## config.mk

```make
export PLATFORM = sky130hd
export DESIGN_NAME = sync_fifo_ext
export DESIGN_NICKNAME = d
export VERILOG_FILES = /design/src/rtl/fifo_pkg.sv /design/src/rtl/fifo_mem.sv /design/src/rtl/sync_fifo_ext.sv
export SDC_FILE = /design/constraint.sdc
export NUM_CORES = 1
export LEC_CHECK = 0
export BUFFER_PORTS_ARGS = -buffer_cell sky130_fd_sc_hd__buf_2
export CORE_MARGIN = 1.5
export CORE_UTILIZATION = 30
export CTS_CLUSTER_SIZE = 10
export DETAILED_ROUTE_END_ITERATION = 10
export GPL_TIMING_DRIVEN = 0
export PLACE_DENSITY_LB_ADDON = 0.12
export SYNTH_ARGS = -nofsm -noshare
export SYNTH_HDL_FRONTEND = slang
export SYNTH_HIERARCHICAL = 1
export SYNTH_SLANG_ARGS = --single-unit
```

## constraint.sdc

```tcl
create_clock -name clk -period 4 [get_ports clk]
set_input_delay 0.8 -clock clk [delete_from_list [all_inputs] [get_ports clk]]
set_output_delay 0.8 -clock clk [all_outputs]
set_load 0.01 [all_outputs]
```

## src/rtl/fifo_pkg.sv

```systemverilog
// Shared definitions for the synchronous FIFO family: read-mode selectors and count sizing.
package fifo_pkg;

  localparam int FWFT_OFF = 0;
  localparam int FWFT_ON  = 1;

  // Occupancy must represent 0..depth inclusive, hence one bit more than the address.
  function automatic int count_w(input int depth);
    return $clog2(depth) + 1;
  endfunction

endpackage

```

## src/rtl/fifo_mem.sv

```systemverilog
// Simple dual-port storage array: one synchronous write port, one asynchronous read port.
// Contents are never reset; the owning FIFO tracks validity through its pointers.
module fifo_mem #(
  parameter int DATA_WIDTH = 8,
  parameter int DEPTH      = 16,
  localparam int ADDR_W    = $clog2(DEPTH)
) (
  input  logic                  clk,
  input  logic                  we,
  input  logic [ADDR_W-1:0]     waddr,
  input  logic [DATA_WIDTH-1:0] wdata,
  input  logic [ADDR_W-1:0]     raddr,
  output logic [DATA_WIDTH-1:0] rdata
);

  logic [DATA_WIDTH-1:0] mem [DEPTH];

  always_ff @(posedge clk) begin
    if (we) mem[waddr] <= wdata;
  end

  assign rdata = mem[raddr];

endmodule

```

## src/rtl/sync_fifo_ext.sv

```systemverilog
// Single-clock FIFO with occupancy count, almost flags, sticky over/underflow and flush.
// Standard mode: 1-cycle registered read; FWFT: head word shown as soon as it is written.
module sync_fifo_ext
  import fifo_pkg::*;
#(
  parameter int DATA_WIDTH = 8,
  parameter int DEPTH      = 16,
  parameter int FWFT       = FWFT_OFF,
  parameter int AF_THRESH  = DEPTH - 2,
  parameter int AE_THRESH  = 2,
  localparam int ADDR_W    = $clog2(DEPTH),
  localparam int CNT_W     = count_w(DEPTH)
) (
  input  logic                  clk,
  input  logic                  rst,
  input  logic                  clr,
  input  logic                  w_en,
  input  logic [DATA_WIDTH-1:0] wr_data,
  input  logic                  r_en,
  output logic [DATA_WIDTH-1:0] rd_data,
  output logic                  full,
  output logic                  empty,
  output logic                  almost_full,
  output logic                  almost_empty,
  output logic [CNT_W-1:0]      count,
  output logic                  overflow,
  output logic                  underflow
);

  localparam logic [CNT_W-1:0]  AF_T    = CNT_W'(AF_THRESH);
  localparam logic [CNT_W-1:0]  AE_T    = CNT_W'(AE_THRESH);
  localparam logic [ADDR_W:0]   PTR_ONE = (ADDR_W + 1)'(1);
  localparam logic [CNT_W-1:0]  CNT_ONE = CNT_W'(1);

  logic [ADDR_W:0]       wr_ptr, rd_ptr;
  logic [CNT_W-1:0]      cnt_q;
  logic [DATA_WIDTH-1:0] head;
  logic                  wr_acc, rd_acc;

  // Acceptance looks only at registered flags, so a same-cycle read never frees room for a write.
  assign wr_acc = w_en && !full;
  assign rd_acc = r_en && !empty;

  assign empty        = (wr_ptr == rd_ptr);
  assign full         = (wr_ptr[ADDR_W] != rd_ptr[ADDR_W]) &&
                        (wr_ptr[ADDR_W-1:0] == rd_ptr[ADDR_W-1:0]);
  assign almost_full  = (cnt_q >= AF_T);
  assign almost_empty = (cnt_q <= AE_T);
  assign count        = cnt_q;

  fifo_mem #(
    .DATA_WIDTH(DATA_WIDTH),
    .DEPTH     (DEPTH)
  ) u_mem (
    .clk  (clk),
    .we   (wr_acc && !clr && !rst),
    .waddr(wr_ptr[ADDR_W-1:0]),
    .wdata(wr_data),
    .raddr(rd_ptr[ADDR_W-1:0]),
    .rdata(head)
  );

  always_ff @(posedge clk) begin
    if (rst || clr) begin
      wr_ptr    <= '0;
      rd_ptr    <= '0;
      cnt_q     <= '0;
      overflow  <= 1'b0;
      underflow <= 1'b0;
    end else begin
      if (wr_acc) wr_ptr <= wr_ptr + PTR_ONE;
      if (rd_acc) rd_ptr <= rd_ptr + PTR_ONE;
      case ({wr_acc, rd_acc})
        2'b10:   cnt_q <= cnt_q + CNT_ONE;
        2'b01:   cnt_q <= cnt_q - CNT_ONE;
        default: cnt_q <= cnt_q;
      endcase
      if (w_en && full)  overflow  <= 1'b1;
      if (r_en && empty) underflow <= 1'b1;
    end
  end

  generate
    if (FWFT == FWFT_ON) begin : g_fwft
      assign rd_data = empty ? '0 : head;
    end else begin : g_std
      logic [DATA_WIDTH-1:0] rd_q;
      // A flush leaves the last delivered word visible.
      always_ff @(posedge clk) begin
        if (rst) begin
          rd_q <= '0;
        end else if (!clr && rd_acc) begin
          rd_q <= head;
        end
      end
      assign rd_data = rd_q;
    end
  endgenerate

endmodule

```

==> impl_metrics.csv <==
group,metric,value,unit
worst_setup_path,timing.reg2reg.setup_slack,0.49,ns
yosys,synthArstFlopShare,0,%
floorplanning,die_y,147,um
yosys,synth_mux_area_share,12.5,%
finish,area_growth,18.4,%
detailed_routing,num_vias,3458,
floorplanning,row_count,52,
floorplanning,start_util,30.8,%
clocking,cts_tree,"done",
global_routing,overflow,0,
global_routing,antenna_found_initial,0,
placed_design,io_buffer_count,30,
finish,mostFrequentLayoutCell,"edfxtp_1",
detailed_routing,dr.pass1.iters,4,
clocking,cts.clk_slew.worst_paths,0.06,ns
clocking,numCtsBuffers,17,
placed_design,place_hpwl,9100,um
yosys,synth_top_family_by_area,"multiplexers",
yosys,synth_cell_types,46,
detailed_routing,finalWirelength,14100,um
sta,worstMarginPinSlew,1.06,ns
sta,min_period,3.51,ns
yosys,yosys.area_share.simple,6.27,%
sta,hold_viol,0,
run,max-cap-violations,0,
finish,fin_area,0.00742,sq mm
clocking,cts-root-buf,"clkbuf_16",
sta,fmax,285,MHz
sta,fin_crit_sh,87.8,%
sta,drv_slew,0,
global_routing,grt_max_degree,17,
placed_design,post_dp_cell_area,0.00677,sq mm
clocking,cts_resized,0,
sta,setup_viol,0,
detailed_routing,ant_nets,0,
worst_setup_path,path_max_fanout,11,
min_path,hold_path_end,"underflow",
power,p_leak,2.46,nW
floorplanning,ioPinCount,32,
sta,fin_setup_tns,0,ns
detailed_routing,post_drt_wl_per_cell,20.1,um
clocking,cts.htree.levels,4,
sta,finClkSkew,0.0101,ns
global_routing,grt_pass1_vias,3450,
clocking,cts.sinks,153,
yosys,synthAdderAreaFrac,1.20,%
worst_setup_path,timing.rr.end,"count[4]",
yosys,synth_xor_xnor_area_share,2.36,%
sta,timing.hold.ws,0.477,ns
yosys,syn-instance-count,370,
yosys,syn-cell-area,0.00626,sq mm
detailed_routing,viasPerCell,4.93,
yosys,syn_nets,389,
finish,layout_common_cells,"128 x edfxtp_1, 36 x buf_2, 28 x nor2_1",
finish,drive_gt1_share,24.3,%
power,p_per_area,484,mW/mm^2
min_path,min_path_cells,2,
worst_setup_path,endpoint_kind,"register",
worst_setup_path,arrival,3.87,ns
power,peakVddDrop,0.275,mV
worst_setup_path,r2r_start,"wr_ptr[0]",
clocking,ctsHoldBuffers,0,
yosys,synth-edff-count,128,
detailed_routing,first_iter_violations,217,
clocking,clk_latency,0.42,ns
detailed_routing,drcViolationCount,0,
floorplanning,die_area,0.0218,sq mm
floorplanning,die_x,147,um
outcome,outcome,"complete, no violations",
yosys,yosys_warnings,6,
worst_setup_path,startpoint_type,"register",
yosys,ys.flop_type,"edfxtp_1",
placed_design,globalplace.congestion,0.724,
yosys,synth-seq-cells,153,
yosys,avgSynthCellArea,16.9,sq um
global_routing,grt_use_total,13.8,%
clocking,cts_setup_buffers,0,
floorplanning,core_area,0.0204,sq mm
worst_setup_path,ff2ff_path_depth,14,
sta,rsz0062_at_grt,"false",
yosys,synth_compound_area_share,6.15,%
finish,antenna_cells,0,
global_routing,grt_pass1_wl,21300,um
min_path,hold_class,"reg -> reg",
sta,maxSlewHeadroom,29.3,%
worst_setup_path,required,4.36,ns
min_path,holdCritStartpoint,"underflow",
clocking,cts_buffer_depth,2,
finish,nets,438,
worst_setup_path,critical_path_class,"reg -> reg",
yosys,ys_seq_area_share,69.4,%
-- synth_stat cells (2+ instances only) --
cell,count,area share (%)
a21oi_1,17,1.4
a22oi_1,17,2.0
buf_2,6,0.48
buf_6,4,0.72
clkbuf_1,5,0.30
clkdlybuf4s25_2,3,0.48
dfxtp_1,25,8.0
edfxtp_1,128,61
ha_1,6,1.2
mux4_1,14,5.9
mux4_2,18,6.5
nand2_1,20,1.2
nand2b_1,5,0.50
nand3_1,6,0.48
nand3b_1,2,0.24
nand4_1,2,0.20
nor2_1,28,1.7
nor2b_1,2,0.20
nor3_1,4,0.32
o211ai_1,3,0.36
o21ai_0,8,0.64
o21ai_1,6,0.48
o21ai_2,2,0.28
o22ai_1,2,0.20
or3_1,3,0.30
xnor2_1,7,0.98
xor2_1,8,1.1
-- routing by layer --
metal / track usage, % / vias to the layer above / wire (um)
li1: - / 1575 / -
met1: 18.2 / 1808 / 6590
met2: 22.5 / 64 / 6890
met3: 3.77 / 11 / 525
met4: 3.75 / 0 / 112
met5: 0 / - / 0
-- power by group --
part / internal [mW] / leakage [nW] / switching [mW]
Combinational: 0.0362 / 0.793 / 0.0664
Clock: 1.11 / 0.318 / 0.638
Sequential: 1.73 / 1.35 / 0.00705
Total: 2.88 / 2.46 / 0.711
-- worst max-delay path, stage by stage, from the launching register on --
cell      delay (ns)
dfxtp_1         0.67
xnor2_1         0.21
nand4_2         0.26
o21ai_2         0.30
buf_6           0.18
inv_1           0.06
ha_1            0.19
clkbuf_1        0.21
xor2_1          0.19
ha_1            0.24
a211o_1         0.27
a21oi_1         0.15
a211oi_1        0.07
or3_1           0.32
a21oi_1         0.13
-- stage by stage --
step	worst slack (ns)	power [mW]	instances	util (%)
final	0.489	3.59	702	36.4
after CTS	0.487	3.63	702	36.4
after global routing	0.218	3.71	702	36.4
after floorplan	0.841	1.83	370	-
after global placement	-0.228	1.87	670	33.2
after detailed placement	0.204	1.88	670	33.3
-- final cells by class --
type / count / area [sq um]
sequential: 153 / 4340
clock inverter: 15 / 221
timing repair buffer: 30 / 150
clock buffer: 17 / 425
multi-input combinational: 197 / 1800
tap: 270 / 338
buffer: 19 / 131
inverter: 1 / 3.75
fill: 1944 / 12900
-- cells by family after synthesis --
logic type                 Yosys count
AOI/OAI and AO/OA                   61
DFF                                153
buffers and inverters               20
adders and majority gates            6
and+or+nand+nor                     81
muxes                               33
xor gates and xnor gates            16
-- registers in the layout, summed over array words and instances, names as in the netlist --
| register | flops |
|---|---|
| u_mem/mem | 128 |
| count | 5 |
| overflow | 1 |
| underflow | 1 |
| rd_ptr | 5 |
| wr_ptr | 5 |
| rd_data | 8 |
-- worst max-delay path by stage --
stage               from              end  slack, ns  cells after the start
2_1_floorplan        rst  u_mem/mem[0][0]       0.84                      7
3_3_place_gp         rst  u_mem/mem[0][2]      -0.23                      7
3_5_place_dp         rst  u_mem/mem[2][3]       0.20                      7
4_1_cts        wr_ptr[0]         count[4]       0.49                     14
5_1_grt        wr_ptr[0]         count[4]       0.22                     14
6_report       wr_ptr[0]         count[4]       0.49                     14
No activity file was read; power rests on OpenSTA's default activity.
